[src/rtl/if_fetch.sv]
// if_fetch: byte-serial instruction fetch stage between the PC register and decode.
// Assembles four little-endian bytes per instruction and hands them over with valid/ready.
module if_fetch #(
  parameter int ADDR_W = 32,
  parameter int INST_W = 32
) (
  input  logic              clk,
  input  logic              rst,
  input  logic              rdy,
  input  logic [ADDR_W-1:0] pc_i,
  input  logic              jump_enable_i,
  output logic              stall_req_o,
  output logic              mem_req_o,
  output logic [ADDR_W-1:0] mem_addr_o,
  input  logic              mem_valid_i,
  input  logic [7:0]        mem_byte_i,
  output logic              inst_valid_o,
  output logic [INST_W-1:0] inst_o,
  output logic [ADDR_W-1:0] inst_pc_o,
  input  logic              inst_ready_i
);

  typedef enum logic [1:0] {
    IDLE  = 2'd0,
    REQ   = 2'd1,
    OUT   = 2'd2,
    DRAIN = 2'd3
  } state_t;

  state_t              state_r, state_s;
  logic [ADDR_W-1:0]   fetch_pc_r, fetch_pc_s;
  logic [1:0]          cnt_r, cnt_s;
  logic [1:0]          cnt_inc_s;
  logic                mem_req_r, mem_req_s;
  logic [ADDR_W-1:0]   mem_addr_r, mem_addr_s;
  logic                inst_valid_r, inst_valid_s;
  logic [INST_W-1:0]   inst_r, inst_s;
  logic [ADDR_W-1:0]   inst_pc_r, inst_pc_s;

  // The PC may only advance in the exact cycle decode takes the instruction.
  assign stall_req_o = ~(rdy & (state_r == OUT) & inst_ready_i & ~jump_enable_i);

  assign cnt_inc_s = cnt_r + 2'd1;

  // Next-state and next-output logic; a redirect overrides everything except DRAIN.
  always_comb begin
    state_s      = state_r;
    fetch_pc_s   = fetch_pc_r;
    cnt_s        = cnt_r;
    mem_req_s    = mem_req_r;
    mem_addr_s   = mem_addr_r;
    inst_valid_s = inst_valid_r;
    inst_s       = inst_r;
    inst_pc_s    = inst_pc_r;

    if (jump_enable_i && (state_r != DRAIN)) begin
      inst_valid_s = 1'b0;
      mem_req_s    = 1'b0;
      // A request the controller has seen but not answered must be swallowed first.
      if ((state_r == REQ) && !mem_valid_i) begin
        state_s = DRAIN;
      end else begin
        state_s = IDLE;
      end
    end else begin
      case (state_r)
        IDLE: begin
          fetch_pc_s = pc_i;
          cnt_s      = 2'd0;
          mem_req_s  = 1'b1;
          mem_addr_s = pc_i;
          state_s    = REQ;
        end
        REQ: begin
          if (mem_valid_i) begin
            case (cnt_r)
              2'd0:    inst_s[7:0]   = mem_byte_i;
              2'd1:    inst_s[15:8]  = mem_byte_i;
              2'd2:    inst_s[23:16] = mem_byte_i;
              2'd3:    inst_s[31:24] = mem_byte_i;
              default: inst_s        = inst_r;
            endcase
            cnt_s = cnt_inc_s;
            if (cnt_r == 2'd3) begin
              mem_req_s    = 1'b0;
              inst_valid_s = 1'b1;
              inst_pc_s    = fetch_pc_r;
              state_s      = OUT;
            end else begin
              mem_addr_s = fetch_pc_r + {{(ADDR_W-2){1'b0}}, cnt_inc_s};
              state_s    = REQ;
            end
          end else begin
            state_s = REQ;
          end
        end
        OUT: begin
          if (inst_ready_i) begin
            inst_valid_s = 1'b0;
            state_s      = IDLE;
          end else begin
            state_s = OUT;
          end
        end
        DRAIN: begin
          mem_req_s = 1'b0;
          if (mem_valid_i) begin
            state_s = IDLE;
          end else begin
            state_s = DRAIN;
          end
        end
        default: begin
          mem_req_s    = 1'b0;
          inst_valid_s = 1'b0;
          state_s      = IDLE;
        end
      endcase
    end
  end

  // State and output registers; rdy low freezes everything, reset wins over rdy.
  always_ff @(posedge clk) begin
    if (rst) begin
      state_r      <= IDLE;
      fetch_pc_r   <= '0;
      cnt_r        <= 2'd0;
      mem_req_r    <= 1'b0;
      mem_addr_r   <= '0;
      inst_valid_r <= 1'b0;
      inst_r       <= '0;
      inst_pc_r    <= '0;
    end else if (rdy) begin
      state_r      <= state_s;
      fetch_pc_r   <= fetch_pc_s;
      cnt_r        <= cnt_s;
      mem_req_r    <= mem_req_s;
      mem_addr_r   <= mem_addr_s;
      inst_valid_r <= inst_valid_s;
      inst_r       <= inst_s;
      inst_pc_r    <= inst_pc_s;
    end
  end

  assign mem_req_o    = mem_req_r;
  assign mem_addr_o   = mem_addr_r;
  assign inst_valid_o = inst_valid_r;
  assign inst_o       = inst_r;
  assign inst_pc_o    = inst_pc_r;

endmodule

[config.mk]
export PLATFORM = sky130hd
export DESIGN_NAME = if_fetch
export DESIGN_NICKNAME = d
export VERILOG_FILES = /design/src/rtl/if_fetch.sv
export SDC_FILE = /design/constraint.sdc
export NUM_CORES = 1
export LEC_CHECK = 0
export ABC_AREA = 1
export BUFFER_PORTS_ARGS = -buffer_cell sky130_fd_sc_hd__buf_2
export CORE_MARGIN = 2
export CORE_UTILIZATION = 55
export DETAILED_ROUTE_END_ITERATION = 16
export PLACE_DENSITY = 0.82
export SYNTH_ARGS = -nofsm -noshare
export SYNTH_HDL_FRONTEND = slang
export SYNTH_SLANG_ARGS = --single-unit
[constraint.sdc]
create_clock -name clk -period 2.96 [get_ports clk]
set_input_delay 0.148 -clock clk [delete_from_list [all_inputs] [get_ports clk]]
set_output_delay 0.148 -clock clk [all_outputs]
set_load 0.03 [all_outputs]
After elaboration in Yosys (flattened, before gate mapping)
Index checks and enable logic that the tools add are counted.
{ "totals": {"register_bits": 134, "inputBits": 46} }
{ "classes": {"n_addsub": 2, "eq_ne": 12, "mux": 21, "bitwise": 6, "reduce_logical": 17} }
{ "op_table": {"columns": ["operator", "count"], "rows": [
  ["$mux W32", 2],
  ["$pmux W32 S2", 1],
  ["$add A32 B2 Y32", 1],
  ["$reduce_and A5 Y1", 6],
  ["$mux W2", 7],
  ["$eq A2 B2 Y1 const B", 4],
  ["$pmux W2 S4", 1],
  ["$reduce_and A4 Y1", 2],
  ["$mux W1", 7],
  ["$ne A2 B2 Y1 const B", 3],
  ["$ne A3 B2 Y1 const B", 2],
  ["$eq A2 B1 Y1 const B", 2],
  ["$logic_not A2 Y1", 2],
  ["$pmux W2 S2", 1],
  ["$reduce_bool A4 Y1", 1],
  ["$and A1 B1 Y1", 3],
  ["$ne A3 B3 Y1 const B", 1],
  ["$not A1 Y1", 3],
  ["$pmux W1 S3", 1],
  ["$reduce_and A3 Y1", 1],
  ["$reduce_bool A3 Y1", 1],
  ["$add A2 B1 Y2 const B", 1],
  ["$logic_and A1 B1 Y1", 2],
  ["$pmux W1 S2", 1],
  ["2 further kinds", 2]
]} }

Depth between registers and ports, before layout
Gate-level depths: netlist of run 1.
{ "depth": {"ltp_word": 5, "ltp_mapped": 12, "ltp_nobuf": 12} }

Least setup slack after synthesis of run 1
OpenSTA, ideal clock, no wires.
{ "synth_timing": {"path_kind": "register -> register", "start": "reg cnt_r[0]", "end": "reg mem_addr_r[24] (netlist: mem_addr_o[24])", "t_arrival_ps": 1812, "t_required_ps": 2828, "setup_slack_ps": 1016, "path_stages_with_launch": 12, "cell_sequence": "dfxtp_1 inv_1 ha_1 fa_1 nand3_1 inv_1 nand2_1 inv_1 nand3_1 nand3_1 nand2_1 a21oi_1"} }
{ "synth_via": {"elab_chain_len": 5} }
{ "synth_rtl": {"columns": ["item", "line_no", "text"], "rows": [
  ["start, declared", "32", "logic [1:0] cnt_r, cnt_s;"],
  ["start signal, assigned", "136", "cnt_r <= cnt_s;"],
  ["$add A2 B1 Y2", "43", "assign cnt_inc_s = cnt_r + 2'd1;"],
  ["$add A32 B2 Y32", "90", "mem_addr_s = fetch_pc_r + {{(ADDR_W-2){1'b0}}, cnt_inc_s};"],
  ["$mux W32", "84", "if (cnt_r == 2'd3) begin"],
  ["$mux W32", "75", "if (mem_valid_i) begin"],
  ["$pmux W32 S2", "66", "case (state_r)"],
  ["end signal, assigned", "138", "mem_addr_r <= mem_addr_s;"],
  ["end, declared", "35", "logic [ADDR_W-1:0] mem_addr_r, mem_addr_s;"]
]} }
Parallel ways exist; a longest one is shown, timed or not. The select of a mux whose other input is x is not followed.
A chain may end at the register's enable or synchronous reset.

Final worst setup path of run 1
{ "layout_timing": {"start": "reg cnt_r[0]", "end": "reg mem_addr_r[16] (netlist: mem_addr_o[16])"} }
The elaborated chain is that of the path after synthesis.

==> run summary, run 1 <==
count of buffers added by post-CTS timing repair for setup: 0
number of antenna-violating nets in the routed design: 0
multiplexer area fraction after synthesis: 0%
Clock power frac: 46.3%
first-pass GRT wire length: 27.8 mm
total negative slack: 0 ps
Rows: 38
routability-driven placement congestion ratio: 0.952
cell breakdown of the critical path: inv_1, ha_1, fa_1, nand3_1, inv_1, nand2_1, inv_1, nand4_1, nand3_1, nand2_1, a21oi_1
core area: 10800 um^2
part of the Yosys area used for sequential elements: 44.3%
area share of the largest cell type after synthesis: 44.3%
Leakage Power: 3.36 nW
Netlist Area Pre-Place: 6050 um^2
pin count of the biggest net entering global routing: 77
Simple-Gate Fraction of Synth Area: 22.4%
DRT Wirelength: 17.6 mm
Compound-Gate Fraction of Synth Area: 22.1%
biggest area consumer among synthesized cells: dfxtp_1
cell count after placement: 1095
Synth area leaders: dfxtp_1, nand2_1, a21oi_1, nor2_1, o21ai_0
worst clock skew: 11.3 ps
Pins Over Slew Limit: 0
critical path class: flop to flop
dominant combinational cell family by area after synthesis: simple AND/OR/NAND/NOR gates
unrepaired setup endpoints after global routing: no
power per cell area: 590 nW/um^2
via density per instance: 5.44
Final nets: 1074
Top Ports: 145
clock transition at the registers of the reported paths: 60 ps
clock sink count: 134
non-filler instance count after layout: 1168
flops & latches, synth: 134
via count of the first global-routing pass: 5732
total power consumption of the routed design: 0.00461 W
full die area: 11900 um^2
Setup Viol. Count Final: 0
worst stage delay on the critical path: 460 ps
number of remaining DRC errors: 0
class of the most critical hold timing path: primary input to flop
switching pwr: 0.00123 W
TritonCTS clock tree: yes
most common cell type on the critical path: inv_1
width of the chip: 109 um
buffer cell driving the clock tree root: clkbuf_8
final global-route overflow total: 0
post-route setup slack: 671 ps
HPWL reported at the end of detailed placement: 11.4 mm
slew at the pin closest to its max-slew limit: 770 ps
timing-limited maximum frequency: 437 MHz
Max-cap violations: 0
maximum resistive drop on vdd: 0.000394 V
yosys warns: 0
number of H-tree branching levels: 4
proportion of layout cells with a drive suffix above 1: 20.4%
switching power as a share of total power: 26.6%
starting utilization of the core area: 56.1%
insertion delay to the later sink of the worst-skew pair: 530 ps
count of vias placed by the detailed router: 6358
fraction of synthesized cell area in xor and xnor cells: 0.868%
utilization after layout: 72.4%
number of instances resized during post-cts repair: 0
syn_area_per_cell: 7.16 um^2
average detailed-routed wire length per instance: 15.1 um
Die Y: 109 um
number of distinct standard cells referenced by the synthesized netlist: 32
number of buffers between clock root and the deepest sink: 2
top library cells by usage in the layout, fill and taps aside: buf_2, nand2_1, nor2_1, dfxtp_1, a21oi_1
initial detailed-routing violation count: 488
Crit path required time: 3360 ps
most frequent standard cell in the layout excluding fill and tap cells: buf_2
all-layer global routing usage: 30.1%
area added between synthesis and finish: 29.1%
Worst slew margin: 48.6%
Adder-Cell Fraction of Synth Area: 2.60%
synthesized instance count: 846
antenna cell count: 0
part of the cycle the worst path needs: 77.3%
maximum fanout along the worst path: 5
cell with the largest stage delay on the worst path: fa_1
part of the power in combinational logic: 11.6%
Syn Nets: 904
Seq pwr share: 42.1%
total iterations of the first detailed-routing run: 5
final-report hold violation count: 0
Internal Dissipation: 0.00339 W
final critical-path required period: 2290 ps
WP data arrival: 2690 ps
number of buffers inserted during clock tree synthesis: 17
Port Buffer Count: 144
pre-CTS WS: 753 ps
critical path capture point type: flop
status: finished, final reports clean
CP Launch Type: flop
antenna violations before repair: 0
-- metal layers --
metal	wire [um]	vias up	track usage, %
met5	0	-	0
met4	357	0	9.80
met3	1430	37	6.16
met2	8180	329	49.9
met1	7620	2858	39.3
li1	-	3134	-
-- stage by stage --
stage          hold slack (ps)  cell area [um^2]
5_1_grt                   36.5              7820
4_1_cts                   26.1              7820
6_report                  36.5              7820
3_5_place_dp               437              6800
2_1_floorplan              259              6050
3_3_place_gp               435              6800
-- power by group through the flow --
stage / logic [W] / registers [W] / clock network [W]
finish: 0.000537 / 0.00194 / 0.00214
global route: 0.000588 / 0.00195 / 0.00223
CTS: 0.000528 / 0.00194 / 0.00214
detailed placement: 0.000480 / 0.00198 / 0
global placement: 0.000475 / 0.00198 / 0
floorplan: 0.000263 / 0.00203 / 0
-- worst max-delay path, delay by kind of cell (launching register included) --
family	cells	cell delay [ps]
buffers and inverters	3	300
flip-flops	1	360
AO/OA/AOI/OAI	1	60
adder cells (fa/ha/maj)	2	840
AND/OR/NAND/NOR	5	590
-- synthesized netlist by cell type (all sizes together) --
master,instances
ha,11
o211ai,1
clkbuf,21
fa,1
dfxtp,134
nand3,39
o21bai,1
o211a,1
nand4,5
o21ai,127
inv,64
a211oi,3
xor2,6
nor2,144
nor3,1
a31oi,7
buf,20
a21oi,114
nand2,144
clkinv,2
-- area by class of cell --
cell class | count | area (um^2)
Inverter | 66 | 253
Clock inverter | 12 | 154
Sequential cell | 134 | 2680
Fill cell | 823 | 2980
Timing Repair Buffer | 192 | 1200
Clock buffer | 19 | 442
Tap cell | 140 | 175
Multi-Input combinational cell | 605 | 2910
-- cell families (layout without fill, tap and decap cells) --
| group | after synthesis | count (layout) |
|---|---|---|
| adders and majority gates | 12 | 12 |
| xor gates and xnor gates | 6 | 6 |
| DFF | 134 | 134 |
| AOI/OAI and AO/OA | 254 | 254 |
| buffers and inverters | 107 | 289 |
| and+or+nand+nor | 333 | 333 |
-- sequential cells by signal, indices dropped and copies added, names as in the netlist --
register,count
cnt_r,2
fetch_pc_r,32
inst_o,32
inst_pc_o,32
inst_valid_o,1
mem_addr_o,32
mem_req_o,1
state_r,2
-- repair_timing --
item / 4_1_cts / 5_1_grt
hold buffers: 42 / 0
hold endpoints to repair: 82 / 0
endpoints found under the setup margin: 0 / 0
-- final timing paths --
path,startpoint,endpoint,slack [ps],cells after the start
max,cnt_r[0],mem_addr_o[16],670,11
min,rst,mem_addr_o[13],40,2
max reg2reg,cnt_r[0],mem_addr_o[16],670,11
min reg2reg,inst_valid_o,inst_valid_o,450,2
Power figures use the tool's default switching activity.
==> inputs of run 2 (changes only) <==
Settings changed: ABC_AREA 1 to 0, CORE_UTILIZATION 55 to 54, PLACE_DENSITY 0.82 to 0.8.
Clock period 2.96 ns to 2.3 ns, I/O delays scaled along.
==> run 2 against run 1 <==
Net effect:
- combinational power grew 16%
- final area up 1.7%
- die area rose by 0.61%
- via count grew 0.22%
- sequential share of layout area shrank 0.58 points
- utilization grew 0.92 points
==> run summary, run 2 <==
full die area: 11900 um^2 (+0.61%)
first-pass GRT wire length: 29.0 mm (+4.0%)
Crit path required time: 2690 ps (-670 ps)
share of synthesized registers carrying an async set or reset: 0% (unchanged)
Internal Dissipation: 0.00441 W (+30%)
antenna violations before repair: 0 (unchanged)
Seq pwr share: 42.3% (+0.2 points)
met3 layer usage reported by global route: 6.28% (+0.12 points)
area added between synthesis and finish: 32.9%
final global-route overflow total: 0 (unchanged)
Top Ports: 145 (unchanged)
number of distinct standard cells referenced by the synthesized netlist: 52 (+63%)
via density per instance: 5.87 (+7.9%)
total iterations of the first detailed-routing run: 5 (unchanged)
busiest grt layer: met2
WP data arrival: 2590 ps (-100 ps)
antenna cell count: 0 (unchanged)
switching pwr: 0.00143 W (+17%)
part of the Yosys area used for sequential elements: 44.8% (+0.54 points)
hold path depth: 4 (+2)
final critical-path required period: 2200 ps (-87.0 ps)
unrepaired setup endpoints after global routing: no
start point of the worst min-delay path: jump_enable_i
syn_area_per_cell: 7.90 um^2 (+10%)
end point of the worst hold path: state_r[1]
library cell with the highest instance count after synthesis: nand2_1
maximum resistive drop on vdd: 0.000430 V (+9.1%)
number of buffers inserted during clock tree synthesis: 17 (unchanged)
critical path capture point type: flop
starting utilization of the core area: 55.2% (-0.92 points)
Crit Reg-Reg Startpoint: cnt_r[1]
Max-cap violations: 0 (unchanged)
commonest cells in the netlist: nand2_1, dfxtp_1, a21oi_1
top_reg_cell synth: dfxtp_1
placed instance area: 6870 um^2 (+1.1%)
routability-driven placement congestion ratio: 0.906 (-4.8%)
part of the cycle the worst path needs: 95.8% (+18 points)
clock transition at the registers of the reported paths: 60 ps (about the same)
core area: 10800 um^2 (+0.44%)
Clock power frac: 47.0% (+0.7 points)
switching power as a share of total power: 24.5% (-2.1 points)
Netlist Area Pre-Place: 5980 um^2 (-1.2%)
maximum fanout along the worst path: 4 (-1)
Setup Viol. Count Final: 0 (unchanged)
via count of the first global-routing pass: 5857 (+2.2%)
Synth area leaders: dfxtp_1, nand2_1, a21oi_1, nand3_1, clkbuf_1
yosys warns: 0 (unchanged)
Syn Nets: 815 (-9.8%)
Pins Over Slew Limit: 0 (unchanged)
pin count of the biggest net entering global routing: 82 (+6.5%)
power per cell area: 734 nW/um^2 (+24%)
initial detailed-routing violation count: 587 (+20%)
DRT Wirelength: 18.6 mm (+5.5%)
number of buffers between clock root and the deepest sink: 2 (unchanged)
part of the power in combinational logic: 10.7% (-0.9 points)
Adder-Cell Fraction of Synth Area: 2.64% (+0.032 points)
dominant combinational cell family by area after synthesis: simple AND/OR/NAND/NOR gates
total negative slack: 0 ps (unchanged)
proportion of layout cells with a drive suffix above 1: 23.7% (+3.3 points)
biggest area consumer among synthesized cells: dfxtp_1
clock sink count: 134 (unchanged)
synthesized instance count: 757 (-11%)
Simple-Gate Fraction of Synth Area: 25.0% (+2.5 points)
r2r setup slk: 100 ps (-570 ps)
Port Buffer Count: 144 (unchanged)
top library cells by usage in the layout, fill and taps aside: nand2_1, buf_2, dfxtp_1, a21oi_1, dlygate4sd3_1
number of H-tree branching levels: 4 (unchanged)
all-layer global routing usage: 31.1% (+0.97 points)
average detailed-routed wire length per instance: 17.1 um (+14%)
Worst slew margin: 41.1% (-7.5 points)
class of the most critical hold timing path: primary input to flop
fraction of synthesized cell area in xor and xnor cells: 3.07% (+2.2 points)
Compound-Gate Fraction of Synth Area: 19.2% (-2.9 points)
non-filler instance count after layout: 1085 (-7.1%)
most frequent standard cell in the layout excluding fill and tap cells: nand2_1
TritonCTS clock tree: yes
critical path class: flop to flop
CP Launch Type: flop
area share of the largest cell type after synthesis: 44.8% (+0.54 points)
number of antenna-violating nets in the routed design: 0 (unchanged)
GRT met1 Usage: 39.4% (+0.13 points)
status: finished, final reports clean
post-route design area: 7950 um^2 (+1.7%)
Die Y: 109 um (+0.30%)
multiplexer area fraction after synthesis: 0.523% (+0.52 points)
Rows: 38 (unchanged)
buffer cell driving the clock tree root: clkbuf_8
Leakage Power: 3.15 nW (-6.0%)
slew at the pin closest to its max-slew limit: 884 ps (+113 ps)
number of remaining DRC errors: 0 (unchanged)
number of enable flip-flop cells after synthesis: 0 (unchanged)
insertion delay to the later sink of the worst-skew pair: 530 ps (about the same)
timing-limited maximum frequency: 454 MHz (+3.9%)
utilization after layout: 73.3% (+0.92 points)
worst clock skew: 5.86 ps (-5.48 ps)
global-route met2 utilization: 51.5% (+1.6 points)
HPWL reported at the end of detailed placement: 12.4 mm (+8.3%)
width of the chip: 109 um (+0.30%)
Final nets: 992 (-7.6%)
reg2reg end: mem_addr_o[14]
final-report hold violation count: 0 (unchanged)
Reg2Reg Depth: 9 (-2)
flops & latches, synth: 134 (unchanged)
cell count after placement: 1010 (-7.8%)
count of vias placed by the detailed router: 6372 (+0.22%)
run 2: changes by cell type after synthesis, sizes merged, moves of 7 or more:
cell and delta:
nor2 -116, o21ai -116, nand2 +55, inv -54, clkbuf +17, a211oi +14, xnor2 +12, nor4 +10
o22ai +10, nand4 +8, nor3 +8, a21oi +7
run 2: cell type report:
cell class	count	area [um^2]
Inverter	10	37.5
Clock buffer	21	439
Multi-Input combinational cell	555	3050
Sequential cell	134	2680
Timing Repair Buffer	216	1410
Tap cell	140	175
Clock inverter	9	153
Fill cell	811	2890
run 2: cells by family after synthesis:
family | after synthesis
multiplexers | 3
adder cells (fa/ha/maj) | 12
flip-flops | 134
AO/OA/AOI/OAI | 194
buffers and inverters | 68
AND/OR/NAND/NOR | 325
XOR/XNOR | 21
run 2: worst max path at each step:
stage / startpoint / cells after the start / endpoint / slack, ps
2_1_floorplan: cnt_r[0] / 8 / mem_addr_o[24] / 60
3_3_place_gp: cnt_r[0] / 8 / mem_addr_o[24] / 110
3_5_place_dp: cnt_r[0] / 8 / mem_addr_o[24] / 50
4_1_cts: cnt_r[0] / 8 / mem_addr_o[24] / 60
5_1_grt: state_r[1] / 7 / inst_o[17] / 30
6_report: cnt_r[1] / 9 / mem_addr_o[14] / 100
run 2: metal layers:
metal	share of wire (%)	vias to the layer above	routed length, um
met1	41	3012	7650
met4	2.6	0	478
met5	0	-	0
met3	8.1	43	1500
li1	-	2988	-
met2	48	329	8930
run 2: power by group through the flow:
| stage | Clock [W] | Combinational, W | Sequential [W] |
|---|---|---|---|
| 6_report | 0.00274 | 0.000625 | 0.00247 |
| 5_1_grt | 0.00286 | 0.000673 | 0.00248 |
| 2_1_floorplan | 0 | 0.000288 | 0.00257 |
| 3_3_place_gp | 0 | 0.000536 | 0.00251 |
| 4_1_cts | 0.00276 | 0.000609 | 0.00247 |
| 3_5_place_dp | 0 | 0.000546 | 0.00252 |
run 2: timing repair:
action | 4_1_cts | 5_1_grt
gates resized for setup | 1 | 7
hold buffers | 43 | 0
setup endpoints to repair | 1 | 13
endpoints found under the hold margin | 92 | 0
buffers inserted | 0 | 2
pin swaps | 0 | 1
run 2: worst max-delay path, stage by stage (launching register included):
cell and delay [ps]:
dfxtp_1 340, inv_1 90, ha_4 290, fa_2 210
buf_4 130, nand4_1 180, nor4_1 360, xor2_1 120
a221oi_1 290, nor2_1 60
run 2: stage by stage:
step,total power [W],hold WS [ps],worst slack (ps)
5_1_grt,0.00601,92.1,27.1
2_1_floorplan,0.00285,251,57.8
4_1_cts,0.00584,24.2,62.6
3_5_place_dp,0.00306,377,50.9
6_report,0.00584,46.0,97.6
3_3_place_gp,0.00305,370,108
==> inputs of run 3 (changes only) <==
Settings changed: CORE_UTILIZATION 54 to 33, PLACE_DENSITY 0.8 to unset.
==> run 3 against run 2 <==
Net effect:
- final area increased by 2.5%
- clock-buffer cell count increased by 1
- power increased by 0.59%
- critical path depth decreased by 1
- via count decreased by 4.3%
- first-iteration DRC count decreased by 47%
- highest routed layer unchanged
==> run summary, run 3 (synthesized netlist as in run 2, its figures left out) <==
top library cells by usage in the layout, fill and taps aside: nand2_1, buf_2, dfxtp_1, a21oi_1, dlygate4sd3_1
total negative slack: 0 ps (unchanged)
area added between synthesis and finish: 36.3%
number of remaining DRC errors: 0 (unchanged)
Die Y: 139 um (+27%)
Rows: 49 (+29%)
critical path class: flop to flop
average detailed-routed wire length per instance: 16.3 um (-4.9%)
worst clock skew: 8.17 ps (+2.31 ps)
timing-limited maximum frequency: 461 MHz (+1.5%)
Seq pwr share: 41.9% (-0.4 points)
proportion of layout cells with a drive suffix above 1: 24.9% (+1.2 points)
insertion delay to the later sink of the worst-skew pair: 420 ps (-110 ps)
unrepaired setup endpoints after global routing: no
via count of the first global-routing pass: 5714 (-2.4%)
number of buffers inserted during clock tree synthesis: 17 (unchanged)
Worst slew margin: 64.6% (+23 points)
maximum resistive drop on vdd: 0.000550 V (+28%)
final critical-path required period: 2170 ps (-31.6 ps)
Clock power frac: 47.1% (about the same)
clock transition at the registers of the reported paths: 60 ps (about the same)
CP Launch Type: flop
clock sink count: 134 (unchanged)
TritonCTS clock tree: yes
power per cell area: 720 nW/um^2 (-1.9%)
starting utilization of the core area: 33.4% (-22 points)
first-pass GRT wire length: 30.6 mm (+5.8%)
full die area: 19200 um^2 (+61%)
number of fill cells in the layout: 1814 (+120%)
critical path capture point type: flop
WP data arrival: 2530 ps (-60 ps)
via density per instance: 5.15 (-12%)
utilization after layout: 45.5% (-28 points)
width of the chip: 139 um (+27%)
HPWL reported at the end of detailed placement: 13.5 mm (+9.2%)
Max-cap violations: 0 (unchanged)
cell count after placement: 1110 (+9.9%)
pin count of the biggest net entering global routing: 42 (-49%)
Pins Over Slew Limit: 0 (unchanged)
DRT Wirelength: 19.3 mm (+3.8%)
part of the cycle the worst path needs: 94.4% (-1.4 points)
Internal Dissipation: 0.00436 W (-1.1%)
minimum hold slack: 92.4 ps (+46.4 ps)
buffer cell driving the clock tree root: clkbuf_16
most frequent standard cell in the layout excluding fill and tap cells: nand2_1
Final nets: 1000 (+0.81%)
Port Buffer Count: 144 (unchanged)
antenna violations before repair: 0 (unchanged)
total iterations of the first detailed-routing run: 5 (unchanged)
routability-driven placement congestion ratio: 0.897 (-1.0%)
number of antenna-violating nets in the routed design: 0 (unchanged)
non-filler instance count after layout: 1184 (+9.1%)
switching power as a share of total power: 25.7% (+1.3 points)
maximum fanout along the worst path: 4 (unchanged)
slew at the pin closest to its max-slew limit: 532 ps (-352 ps)
switching pwr: 0.00151 W (+5.8%)
Top Ports: 145 (unchanged)
part of the power in combinational logic: 11.0% (+0.3 points)
Leakage Power: 3.20 nW (+1.5%)
antenna cell count: 0 (unchanged)
Crit path required time: 2660 ps (-30 ps)
status: finished, final reports clean
count of vias placed by the detailed router: 6099 (-4.3%)
number of H-tree branching levels: 4 (unchanged)
all-layer global routing usage: 20.0% (-11 points)
initial detailed-routing violation count: 309 (-47%)
number of buffers between clock root and the deepest sink: 2 (unchanged)
final-report hold violation count: 0 (unchanged)
core area: 17900 um^2 (+65%)
class of the most critical hold timing path: primary input to flop
final global-route overflow total: 0 (unchanged)
Setup Viol. Count Final: 0 (unchanged)
run 3: changes by cell type in the layout (fill, tap and decap cells not counted), sizes merged:
cell         before  now
bufinv            4    2
clkinvlp          3    4
clkbuf           21   22
clkinv            2    4
buf             173  183
dlygate4sd3      43   41
run 3: stage by stage:
stage / total power, W / area [um^2] / setup WS, ps
after floorplan: 0.00285 / 5980 / 57.8
after global placement: 0.00309 / 7080 / 77.8
after detailed placement: 0.00309 / 7080 / 43.1
after CTS: 0.00591 / 8100 / 30.7
after global routing: 0.00609 / 8150 / 17.8
final: 0.00587 / 8150 / 129
run 3: what timing repair did:
item | in CTS | in global routing
gates resized for setup | 0 | 9
hold buffers | 41 | 0
setup endpoints to repair | 0 | 22
setup buffers | 0 | 1
hold endpoints to repair | 63 | 0
run 3: area by class of cell:
class	instances	area [um^2]	share of cell area [%]
Sequential cell	134	2680	32.9
Clock buffer	22	484	5.94
Timing Repair Buffer	224	1480	18.2
Clock inverter	10	121	1.49
Tap cell	229	287	3.51
Multi-Input combinational cell	555	3060	37.5
Inverter	10	37.5	0.460
run 3: layer usage:
metal	vias to the layer above	part of all wire (%)	GRT usage [%]
met1	2858	46	26.6
met5	-	0	0
met4	0	1.8	6.75
li1	3007	-	-
met3	28	6.3	5.08
met2	206	46	31.7
run 3: worst paths after layout:
kind	cells after the start	endpoint	startpoint	slack [ps]
worst min register to register	2	inst_o[2]	inst_o[2]	450
worst max-delay path	8	mem_addr_o[24]	cnt_r[0]	130
worst max register to register	8	mem_addr_o[24]	cnt_r[0]	130
worst min-delay path	2	inst_pc_o[24]	rst	90
run 3: power by group through the flow:
| stage | logic, W | registers (W) | clock network (W) |
|---|---|---|---|
| after detailed placement | 0.000585 | 0.00251 | 0 |
| after global routing | 0.000702 | 0.00247 | 0.00292 |
| after floorplan | 0.000288 | 0.00257 | 0 |
| after global placement | 0.000584 | 0.00251 | 0 |
| after CTS | 0.000640 | 0.00246 | 0.00281 |
| final | 0.000645 | 0.00246 | 0.00277 |
run 3: critical path: stages, from the launching register on:
cell     delay (ps)
dfxtp_1         320
inv_1            90
ha_4            300
fa_2            210
and4_4          280
nand4_4         110
or4_1           480
a21o_1          180
a21oi_1         120
